`config.mk`:
```
export PLATFORM = sky130hd
export DESIGN_NAME = regfile_write_arbiter_flat
export DESIGN_NICKNAME = d
export VERILOG_FILES = /design/src/rtl/regfile_write_arbiter_pkg.sv /design/src/rtl/regfile_write_arbiter_if.sv /design/src/rtl/regfile_write_arbiter_rr_arbiter2.sv /design/src/rtl/regfile_write_arbiter.sv /design/src/flat_wrapper.sv
export SDC_FILE = /design/constraint.sdc
export NUM_CORES = 1
export LEC_CHECK = 0
export ABC_AREA = 1
export CORE_AREA = 2 2 56 58
export DETAILED_ROUTE_END_ITERATION = 7
export DIE_AREA = 0 0 58 60
export GPL_TIMING_DRIVEN = 1
export PLACE_DENSITY = 0.71
export RECOVER_POWER = 25
export SLEW_MARGIN = 20
export SYNTH_ARGS = -nofsm -noshare
export SYNTH_HDL_FRONTEND = slang
export SYNTH_SLANG_ARGS = --single-unit
```
`constraint.sdc`:
```
create_clock -name clk -period 3.4 [get_ports clk]
set_input_delay 0.68 -clock clk [delete_from_list [all_inputs] [get_ports clk]]
set_output_delay 0.68 -clock clk [all_outputs]
set_load 0.01 [all_outputs]
```
`src/rtl/regfile_write_arbiter_pkg.sv`:
```
// regfile_write_arbiter_pkg
// Shared definitions for the register-file write arbiter: default widths,
// controller state encoding and requester index constants.
package regfile_write_arbiter_pkg;

  localparam int DEF_DATA_WIDTH = 8;
  localparam int DEF_SEL_WIDTH  = 2;

  // Controller states: normal arbitration, or sequencing a clear-all.
  typedef enum logic {
    ARB   = 1'b0,
    CLEAR = 1'b1
  } state_e;

  // Bit positions of each requester in the grant/valid vectors.
  localparam int REQ_ALU  = 0;
  localparam int REQ_LOAD = 1;

endpackage

```
`src/rtl/regfile_write_arbiter_if.sv`:
```
// regfile_write_arbiter_if
// Bundles the requester handshakes, the clear control, the read-select
// mirrors, the hazard flags and the register-file write port.
//   slave  : the arbiter (consumes requests, drives the write port)
//   master : the environment (requesters, clear source, register file side)
//
// Handshake: a requester's write is accepted in the cycle where its valid
// and ready are both high. ready is combinational; sel/data must be held
// stable while valid is high and ready is low, and valid must not drop
// until the write has been accepted.
interface regfile_write_arbiter_if
  import regfile_write_arbiter_pkg::*;
#(
  parameter int DATA_WIDTH = DEF_DATA_WIDTH,
  parameter int SEL_WIDTH  = DEF_SEL_WIDTH
) ();

  logic                  req0_valid;
  logic [SEL_WIDTH-1:0]  req0_sel;
  logic [DATA_WIDTH-1:0] req0_data;
  logic                  req0_ready;

  logic                  req1_valid;
  logic [SEL_WIDTH-1:0]  req1_sel;
  logic [DATA_WIDTH-1:0] req1_data;
  logic                  req1_ready;

  logic                  clear_start;
  logic                  clear_busy;

  logic [SEL_WIDTH-1:0]  read_port0_select;
  logic [SEL_WIDTH-1:0]  read_port1_select;
  logic                  hazard0;
  logic                  hazard1;

  logic                  write_enable;
  logic [SEL_WIDTH-1:0]  write_select;
  logic [DATA_WIDTH-1:0] reg_input;
  logic                  last_grant;

  modport slave (
    input  req0_valid, req0_sel, req0_data,
    output req0_ready,
    input  req1_valid, req1_sel, req1_data,
    output req1_ready,
    input  clear_start,
    output clear_busy,
    input  read_port0_select, read_port1_select,
    output hazard0, hazard1,
    output write_enable, write_select, reg_input, last_grant
  );

  modport master (
    output req0_valid, req0_sel, req0_data,
    input  req0_ready,
    output req1_valid, req1_sel, req1_data,
    input  req1_ready,
    output clear_start,
    input  clear_busy,
    output read_port0_select, read_port1_select,
    input  hazard0, hazard1,
    input  write_enable, write_select, reg_input, last_grant
  );

endinterface

```
`src/rtl/regfile_write_arbiter_rr_arbiter2.sv`:
```
// rr_arbiter2
// Two-way round-robin grant with a last-grant flop.
// Ports:
//   clk, rst : clock, asynchronous active-high reset
//   en       : grants may be issued this cycle
//   valid    : request vector, bit 0 = requester 0
//   grant    : one-hot (or zero) grant vector, combinational
//   last     : requester that won the most recent grant (resets to 1 so
//              requester 0 wins the first contention)
module rr_arbiter2 (
  input  logic       clk,
  input  logic       rst,
  input  logic       en,
  input  logic [1:0] valid,
  output logic [1:0] grant,
  output logic       last
);

  always_comb begin
    grant = 2'b00;
    if (en) begin
      // On contention the requester that did not win last time goes first.
      if (&valid) grant = last ? 2'b01 : 2'b10;
      else        grant = valid;
    end
  end

  always_ff @(posedge clk or posedge rst) begin
    if (rst)         last <= 1'b1;
    else if (|grant) last <= grant[1];
  end

endmodule

```
`src/rtl/regfile_write_arbiter.sv`:
```
// regfile_write_arbiter
// Shares the single write port of the register file between the ALU
// writeback (requester 0) and the load writeback (requester 1), sequences
// a clear-all operation through the same port, and flags read-after-write
// hazards on both read ports.
// Ports:
//   clk, rst  : clock, asynchronous active-high reset
//   bus       : slave side of regfile_write_arbiter_if (handshakes, clear,
//               read-select mirrors, hazards, registered write port)
//   dbg_state : current controller state
module regfile_write_arbiter
  import regfile_write_arbiter_pkg::*;
#(
  parameter int                    DATA_WIDTH  = DEF_DATA_WIDTH,
  parameter int                    SEL_WIDTH   = DEF_SEL_WIDTH,
  parameter logic [DATA_WIDTH-1:0] CLEAR_VALUE = '0
) (
  input  logic                  clk,
  input  logic                  rst,
  regfile_write_arbiter_if.slave bus,
  output state_e                dbg_state
);

  state_e                state, state_next;
  logic [SEL_WIDTH-1:0]  clear_idx, clear_idx_next;

  logic                  we_q, we_next;
  logic [SEL_WIDTH-1:0]  ws_q, ws_next;
  logic [DATA_WIDTH-1:0] ri_q, ri_next;
  logic                  busy_q, busy_next;

  logic [1:0]            valid;
  logic [1:0]            grant;
  logic                  arb_en;
  logic                  last;

  assign valid  = {bus.req1_valid, bus.req0_valid};
  // A clear request pre-empts arbitration in the cycle it arrives.
  assign arb_en = (state == ARB) && !bus.clear_start;

  rr_arbiter2 u_rr (
    .clk   (clk),
    .rst   (rst),
    .en    (arb_en),
    .valid (valid),
    .grant (grant),
    .last  (last)
  );

  // Next state plus the values the registered write port loads at the edge.
  always_comb begin
    state_next     = state;
    clear_idx_next = clear_idx;
    we_next        = 1'b0;
    ws_next        = ws_q;
    ri_next        = ri_q;
    busy_next      = 1'b0;
    case (state)
      ARB: begin
        if (bus.clear_start) begin
          // Index 0 goes out on the port immediately; the CLEAR state
          // issues the remaining indices.
          state_next     = CLEAR;
          clear_idx_next = SEL_WIDTH'(1);
          we_next        = 1'b1;
          ws_next        = '0;
          ri_next        = CLEAR_VALUE;
          busy_next      = 1'b1;
        end else if (grant[REQ_ALU]) begin
          we_next = 1'b1;
          ws_next = bus.req0_sel;
          ri_next = bus.req0_data;
        end else if (grant[REQ_LOAD]) begin
          we_next = 1'b1;
          ws_next = bus.req1_sel;
          ri_next = bus.req1_data;
        end
      end
      CLEAR: begin
        we_next        = 1'b1;
        ws_next        = clear_idx;
        ri_next        = CLEAR_VALUE;
        busy_next      = 1'b1;
        // Wraps back to 0 after the last register is issued.
        clear_idx_next = clear_idx + SEL_WIDTH'(1);
        if (&clear_idx) state_next = ARB;
      end
      default: state_next = ARB;
    endcase
  end

  always_ff @(posedge clk or posedge rst) begin
    if (rst) begin
      state     <= ARB;
      clear_idx <= '0;
      we_q      <= 1'b0;
      ws_q      <= '0;
      ri_q      <= '0;
      busy_q    <= 1'b0;
    end else begin
      state     <= state_next;
      clear_idx <= clear_idx_next;
      we_q      <= we_next;
      ws_q      <= ws_next;
      ri_q      <= ri_next;
      busy_q    <= busy_next;
    end
  end

  assign bus.req0_ready   = grant[REQ_ALU];
  assign bus.req1_ready   = grant[REQ_LOAD];
  assign bus.clear_busy   = busy_q;
  assign bus.write_enable = we_q;
  assign bus.write_select = ws_q;
  assign bus.reg_input    = ri_q;
  assign bus.last_grant   = last;
  assign bus.hazard0      = we_q && (ws_q == bus.read_port0_select);
  assign bus.hazard1      = we_q && (ws_q == bus.read_port1_select);
  assign dbg_state        = state;

endmodule
```
`src/flat_wrapper.sv`:
```
// flat-port wrapper written by rule: the top's interface ports become plain ports
module regfile_write_arbiter_flat import regfile_write_arbiter_pkg::*;
#(
  parameter int                    DATA_WIDTH  = DEF_DATA_WIDTH,
  parameter int                    SEL_WIDTH   = DEF_SEL_WIDTH,
  parameter logic [DATA_WIDTH-1:0] CLEAR_VALUE = '0
)
  (clk, rst, dbg_state, bus_req0_valid, bus_req0_sel, bus_req0_data, bus_req0_ready, bus_req1_valid, bus_req1_sel, bus_req1_data, bus_req1_ready, bus_clear_start, bus_clear_busy, bus_read_port0_select, bus_read_port1_select, bus_hazard0, bus_hazard1, bus_write_enable, bus_write_select, bus_reg_input, bus_last_grant);
  regfile_write_arbiter_if #(.DATA_WIDTH(DATA_WIDTH), .SEL_WIDTH(SEL_WIDTH)) bus_i ();
  input  logic clk;
  input  logic rst;
  output state_e dbg_state;
  input wire logic [$bits(bus_i.req0_valid)-1:0] bus_req0_valid;
  input wire logic [$bits(bus_i.req0_sel)-1:0] bus_req0_sel;
  input wire logic [$bits(bus_i.req0_data)-1:0] bus_req0_data;
  output wire logic [$bits(bus_i.req0_ready)-1:0] bus_req0_ready;
  input wire logic [$bits(bus_i.req1_valid)-1:0] bus_req1_valid;
  input wire logic [$bits(bus_i.req1_sel)-1:0] bus_req1_sel;
  input wire logic [$bits(bus_i.req1_data)-1:0] bus_req1_data;
  output wire logic [$bits(bus_i.req1_ready)-1:0] bus_req1_ready;
  input wire logic [$bits(bus_i.clear_start)-1:0] bus_clear_start;
  output wire logic [$bits(bus_i.clear_busy)-1:0] bus_clear_busy;
  input wire logic [$bits(bus_i.read_port0_select)-1:0] bus_read_port0_select;
  input wire logic [$bits(bus_i.read_port1_select)-1:0] bus_read_port1_select;
  output wire logic [$bits(bus_i.hazard0)-1:0] bus_hazard0;
  output wire logic [$bits(bus_i.hazard1)-1:0] bus_hazard1;
  output wire logic [$bits(bus_i.write_enable)-1:0] bus_write_enable;
  output wire logic [$bits(bus_i.write_select)-1:0] bus_write_select;
  output wire logic [$bits(bus_i.reg_input)-1:0] bus_reg_input;
  output wire logic [$bits(bus_i.last_grant)-1:0] bus_last_grant;
  assign bus_i.req0_valid = bus_req0_valid;
  assign bus_i.req0_sel = bus_req0_sel;
  assign bus_i.req0_data = bus_req0_data;
  assign bus_req0_ready = bus_i.req0_ready;
  assign bus_i.req1_valid = bus_req1_valid;
  assign bus_i.req1_sel = bus_req1_sel;
  assign bus_i.req1_data = bus_req1_data;
  assign bus_req1_ready = bus_i.req1_ready;
  assign bus_i.clear_start = bus_clear_start;
  assign bus_clear_busy = bus_i.clear_busy;
  assign bus_i.read_port0_select = bus_read_port0_select;
  assign bus_i.read_port1_select = bus_read_port1_select;
  assign bus_hazard0 = bus_i.hazard0;
  assign bus_hazard1 = bus_i.hazard1;
  assign bus_write_enable = bus_i.write_enable;
  assign bus_write_select = bus_i.write_select;
  assign bus_reg_input = bus_i.reg_input;
  assign bus_last_grant = bus_i.last_grant;
  regfile_write_arbiter #(.DATA_WIDTH(DATA_WIDTH), .SEL_WIDTH(SEL_WIDTH), .CLEAR_VALUE(CLEAR_VALUE)) u_core (.clk(clk), .rst(rst), .bus(bus_i), .dbg_state(dbg_state));
endmodule
```
==> flow_metrics.tcl, run 1 <==
set metrics [dict create \
    async_flop_share_pct 100 \
    gp_congestion 0.681 \
    synth_area_leaders "dfrtp_1, nand2_1, o21ai_0, inv_1, dfstp_2" \
    grt_pass1_wl_um 3450 \
    io_pins 47 \
    multi_input_area_sq_um 340 \
    slew_headroom_pct 60.8 \
    synth_compound_area_share_pct 20.2 \
    post_cts_buffers 0 \
    rsz0062_at_grt "false" \
    die_w_um 58 \
    die_y_um 60 \
    peakVddDrop_mv 0.391 \
    fill_cells 305 \
    synthAdderAreaFrac_pct 1.50 \
    synth_area_sq_um 832 \
    syn_area_per_cell_sq_um 8.00 \
    hpwl_um 1650 \
    required_ps 2720 \
    syn_inst 104 \
    drt.antenna.violating_nets 0 \
    grt_max_degree 20 \
    overflow 0 \
    cts-htree-levels 1 \
    fin_worst_skew_ps 8.08 \
    pwr_density_cell_nw_per_um2 554 \
    final_util_pct 46.5 \
    crit_type "input pin to primary output" \
    internal-power_mw 0.485 \
    switching_share_pct 35.2 \
    cts-root-buf "clkbuf_4" \
    syn-num-nets 134 \
    min_period_ps 2930 \
    cts_resized 0 \
    synthMuxAreaShare_pct 0 \
    io_buffers 46 \
    vias 822 \
    cts.sinks 16 \
    synth_top_family_by_area "compound AO/OA/AOI/OAI gates" \
    fin_nets 184 \
    cts_tree "built" \
    synth_edf_count 0 \
    vias_per_cell 4.42 \
    clockPowerShare_pct 13.8 \
    synth-seq-area-share_pct 48.3 \
    dp.cells 182 \
    dpl_cell_area_sq_um 1320 \
    cts_buffers 3 \
    power.switching_mw 0.263 \
    num_antenna_cells 0 \
    drc 0 \
    place_ws_ps 464 \
    drtIter0Drc 19 \
    wirelength_um 2090 \
    final_max_slew_viol_count 0 \
    finalPower_mw 0.747 \
    hold_buffers 0 \
    synth-main-ff-cell "dfrtp_1" \
    yosys.area_share.simple_pct 19.2 \
    ys_types 21 \
    start_util_pct 28.7 \
    endpoint_kind "primary output" \
    track_usage_pct 13.1 \
    cts_buffer_depth 2 \
    ys_warn_count 0 \
    status "finished, final reports clean" \
    cp-start-kind "input pin" \
    min_path_type "flip-flop to flip-flop" \
    drt-pass1-iter-count 4 \
    hold_viol_final 0 \
    synth_common_cells "nand2_1, inv_1, o21ai_0" \
    dieArea_sq_um 3480 \
    finalNonFillerCells 186 \
    whs_ps 494 \
    path_clk_slew_ps 90 \
    fmax_ghz 0.341 \
    rows 20 \
    synth_seq_cells 16 \
    antenna_found_initial 0 \
    core-area_sq_um 2900 \
    synth_most_common_cell "nand2_1" \
    leakage_nw 0.640 \
    setup_viol_count_final 0 \
    regArea_sq_um 402 \
    seqPwrFrac_pct 39.1 \
    max_cap_violations 0 \
    fin_crit_sh_pct 86.2 \
    critPathArrivalTime_ps 2250 \
    avgRoutedWirePerCell_um 11.2 \
    worst_slew_pin_slew_ps 587 \
    tns_ps 0 \
    areaGrowthSynthToFinish_pct 62.1 \
    clock_latency_ps 280 \
    setup_ws_ps 470 \
    combPwrFrac_pct 47.1 \
    crit_fanout 19 \
    design_area_sq_um 1350 \
    drive_above_1_share_pct 5.88 \
    synthXorXnorAreaFrac_pct 0 \
    synth_area_leader_cell "dfrtp_1" \
    synth.top_cell.area_share_pct 45.1 \
    grt_pass1_vias 823 \
]
==> layer usage <==
| layer | routed length [um] | track usage [%] | up-vias |
|---|---|---|---|
| met5 | 0 | 0 | - |
| met4 | 27 | 4.98 | 0 |
| met3 | 113 | 1.52 | 2 |
| met2 | 1060 | 24.5 | 29 |
| met1 | 883 | 15.1 | 359 |
| li1 | - | - | 432 |
==> area by class of cell <==
type                       count  share of cell area [%]
clock buffer                   4                    1.95
multi-input combinational     66                    25.2
tap                           33                    3.06
sequential                    16                    29.8
inverter                      21                    5.84
timing repair buffer          46                    34.1
==> kinds of logic after synthesis <==
group | count (synthesis)
AND/OR/NAND/NOR | 36
AO/OA/AOI/OAI | 29
buffers and inverters | 22
flip-flops | 16
adder cells (fa/ha/maj) | 1
==> sequential cells by signal, indices dropped and copies added (netlist names) <==
name	flops
u_core.u_rr.last	1
u_core.bus.write_enable	1
u_core.dbg_state	1
u_core.bus.write_select	2
u_core.clear_idx	2
u_core.bus.reg_input	8
u_core.bus.clear_busy	1
==> cells in the final DEF (no fill, tap or decap) <==
master,n
nor2_1,2
a21oi_1,4
clkdlybuf4s50_1,45
dfstp_2,1
nor2_4,1
inv_2,1
nand4_1,1
nand3_4,1
o21ai_0,16
clkbuf_4,3
nand2_1,30
o21bai_1,1
dlygate4sd3_1,1
o21a_1,1
inv_1,20
o22ai_1,2
dfrtp_1,15
clkbuf_1,1
ha_1,1
nand3_1,1
a22o_2,1
a211oi_1,2
a31oi_1,1
o21ai_2,1
==> worst max-delay path: stages <==
cell	delay (ps)
clkdlybuf4s50_1	450
nor2_4	220
nand3_4	220
inv_1	130
clkdlybuf4s50_1	550
==> power groups by stage <==
stage / Sequential [mW] / Combinational (mW) / Clock (mW)
floorplan: 0.310 / 0.162 / 0
global placement: 0.294 / 0.345 / 0
detailed placement: 0.297 / 0.356 / 0
CTS: 0.293 / 0.356 / 0.106
global route: 0.300 / 0.393 / 0.113
finish: 0.292 / 0.352 / 0.103
==> path summary, 6_finish.rpt <==
path                            cells past startpoint                      end  slack, ps               startpoint
worst min register to register                      2  u_core.bus.reg_input[4]        490  u_core.bus.reg_input[4]
worst max-delay path                                5           bus_req0_ready        470          bus_clear_start
worst min-delay path                                2  u_core.bus.reg_input[4]        490  u_core.bus.reg_input[4]
max in group asynchronous                           2  u_core.bus.reg_input[0]       2120                      rst
worst max register to register                      6  u_core.bus.reg_input[1]       1880         u_core.dbg_state
min in group asynchronous                           2    u_core.bus.clear_busy        890                      rst
Power figures use the tool's default switching activity.
==> inputs of run 2 (changes only) <==
--- a/config.mk
+++ b/config.mk
@@ -11,7 +11,7 @@
 export DIE_AREA = 0 0 58 60
 export GPL_TIMING_DRIVEN = 1
 export PLACE_DENSITY = 0.71
-export RECOVER_POWER = 25
+export RECOVER_POWER = 50
 export SLEW_MARGIN = 20
 export SYNTH_ARGS = -nofsm -noshare
 export SYNTH_HDL_FRONTEND = slang
==> flow_metrics.tcl, run 2 (synthesis gave the netlist of run 1 again) <==
set metrics [dict create \
    drtIter0Drc 16 \
    hold_start "u_core.bus.reg_input[4]" \
    grt_max_degree 20 \
    setup_ws_ps 359 \
    critPathArrivalTime_ps 2360 \
    cts.sinks 16 \
    hpwl_um 1650 \
    drive_above_1_share_pct 5.23 \
    clock_latency_ps 280 \
    min_period_ps 3040 \
    io_pins 47 \
    drt-pass1-iter-count 4 \
    start_util_pct 28.7 \
    path_clk_slew_ps 90 \
    hold_buffers 0 \
    cp_top_family "buffers and inverters" \
    switching_share_pct 35.2 \
    worst_slew_pin_slew_ps 961 \
    fin_worst_skew_ps 8.17 \
    slew_headroom_pct 35.3 \
    setup_viol_count_final 0 \
    drt.antenna.violating_nets 0 \
    clockPowerShare_pct 13.9 \
    largest_register_ffs 8 \
    avgRoutedWirePerCell_um 11.2 \
    post_cts_buffers 0 \
    core-area_sq_um 2900 \
    hold_viol_final 0 \
    track_usage_pct 13.1 \
    final_common_cell "clkdlybuf4s50_1" \
    cts_tree "built" \
    crit_cells 5 \
    wirelength_um 2080 \
    internal-power_mw 0.481 \
    final_cell_mix "clkdlybuf4s50_1, nand2_1, inv_1" \
    crit_fanout 19 \
    path_buf_inv 3 \
    antenna_found_initial 0 \
    place_ws_ps 464 \
    combPwrFrac_pct 46.8 \
    cts_buffer_depth 2 \
    dp.cells 182 \
    rows 20 \
    tns_ps 0 \
    dieArea_sq_um 3480 \
    required_ps 2720 \
    vias_per_cell 4.42 \
    gp_congestion 0.681 \
    cts-htree-levels 1 \
    cp_slowest_cell "dlygate4sd3_1" \
    reg2reg_from "u_core.dbg_state" \
    pwr_density_cell_nw_per_um2 553 \
    areaGrowthSynthToFinish_pct 61.7 \
    r2r_slack_ps 1510 \
    endpoint_kind "primary output" \
    cts-root-buf "clkbuf_4" \
    num_antenna_cells 0 \
    fin_crit_sh_pct 89.4 \
    leakage_nw 0.644 \
    cp-start-kind "input pin" \
    grt_pass1_vias 823 \
    crit_type "input pin to primary output" \
    io_buffers 46 \
    seqPwrFrac_pct 39.3 \
    rsz0062_at_grt "false" \
    grt_pass1_wl_um 3450 \
    peakVddDrop_mv 0.390 \
    r2r-end "u_core.bus.reg_input[1]" \
    cts_resized 0 \
    slowest_delay_ps 580 \
    die_y_um 60 \
    power.switching_mw 0.262 \
    overflow 0 \
    finalNonFillerCells 186 \
    path_cells "dlygate4sd3_1 -> nor2_4 -> nand3_4 -> inv_1 -> clkdlybuf4s50_1" \
    r2r_cells 6 \
    fin_nets 184 \
    max_cap_violations 0 \
    vias 823 \
    status "finished, final reports clean" \
    whs_path_depth 2 \
    min_path_type "flip-flop to flip-flop" \
    cts_buffers 3 \
    final_max_slew_viol_count 0 \
    hold_path_end "u_core.bus.reg_input[4]" \
    fmax_ghz 0.329 \
    die_w_um 58 \
    drc 0 \
]
run 2: cell count changes in the layout (fill, tap and decap cells not counted):
cell             delta
o21ai_0             +1
dlygate4sd3_1       +4
o21ai_2             -1
clkdlybuf4s50_1     -4
run 2: per-stage QoR:
stage / utilization, % / instance area (sq um) / total power, mW / hold WS, ps
6_report: 46.3 / 1350 / 0.743 / 488
5_1_grt: 46.3 / 1350 / 0.803 / 543
3_3_place_gp: 45.6 / 1320 / 0.639 / 470
3_5_place_dp: 45.6 / 1320 / 0.652 / 482
2_1_floorplan: - / 832 / 0.472 / 492
4_1_cts: 46.5 / 1350 / 0.755 / 504
run 2: area by class of cell:
cell class / count / area [sq um]
Fill cell: 307 / 1560
Timing Repair Buffer: 46 / 460
Sequential cell: 16 / 402
Multi-Input combinational cell: 66 / 337
Inverter: 21 / 78.8
Tap cell: 33 / 41.3
Clock buffer: 4 / 26.3
run 2: power groups by stage:
stage	logic [mW]	registers, mW	clock network [mW]
2_1_floorplan	0.162	0.310	0
3_3_place_gp	0.345	0.294	0
3_5_place_dp	0.356	0.297	0
4_1_cts	0.356	0.293	0.106
5_1_grt	0.390	0.300	0.113
6_report	0.348	0.292	0.103
run 2: worst max path at each step:
| stage | slack (ps) | end | startpoint |
|---|---|---|---|
| 3_5_place_dp | 460 | bus_req0_ready | bus_clear_start |
| 3_3_place_gp | 500 | bus_req0_ready | bus_clear_start |
| 6_report | 360 | bus_req0_ready | bus_clear_start |
| 2_1_floorplan | 1470 | bus_req0_ready | bus_clear_start |
| 5_1_grt | 280 | bus_req0_ready | bus_clear_start |
| 4_1_cts | 460 | bus_req0_ready | bus_clear_start |
run 2: tightest hold or removal path, cell delays in order (launching register included):
cell	delay (ps)
dfrtp_1	350
nand2_1	50
o21ai_0	60
run 2: metal layers:
layer | track usage (%) | share of wire [%] | up-vias
met5 | 0 | 0 | -
met4 | 4.98 | 1.3 | 0
met3 | 1.52 | 5.4 | 2
met2 | 24.5 | 51 | 29
met1 | 15.1 | 42 | 358
li1 | - | - | 434
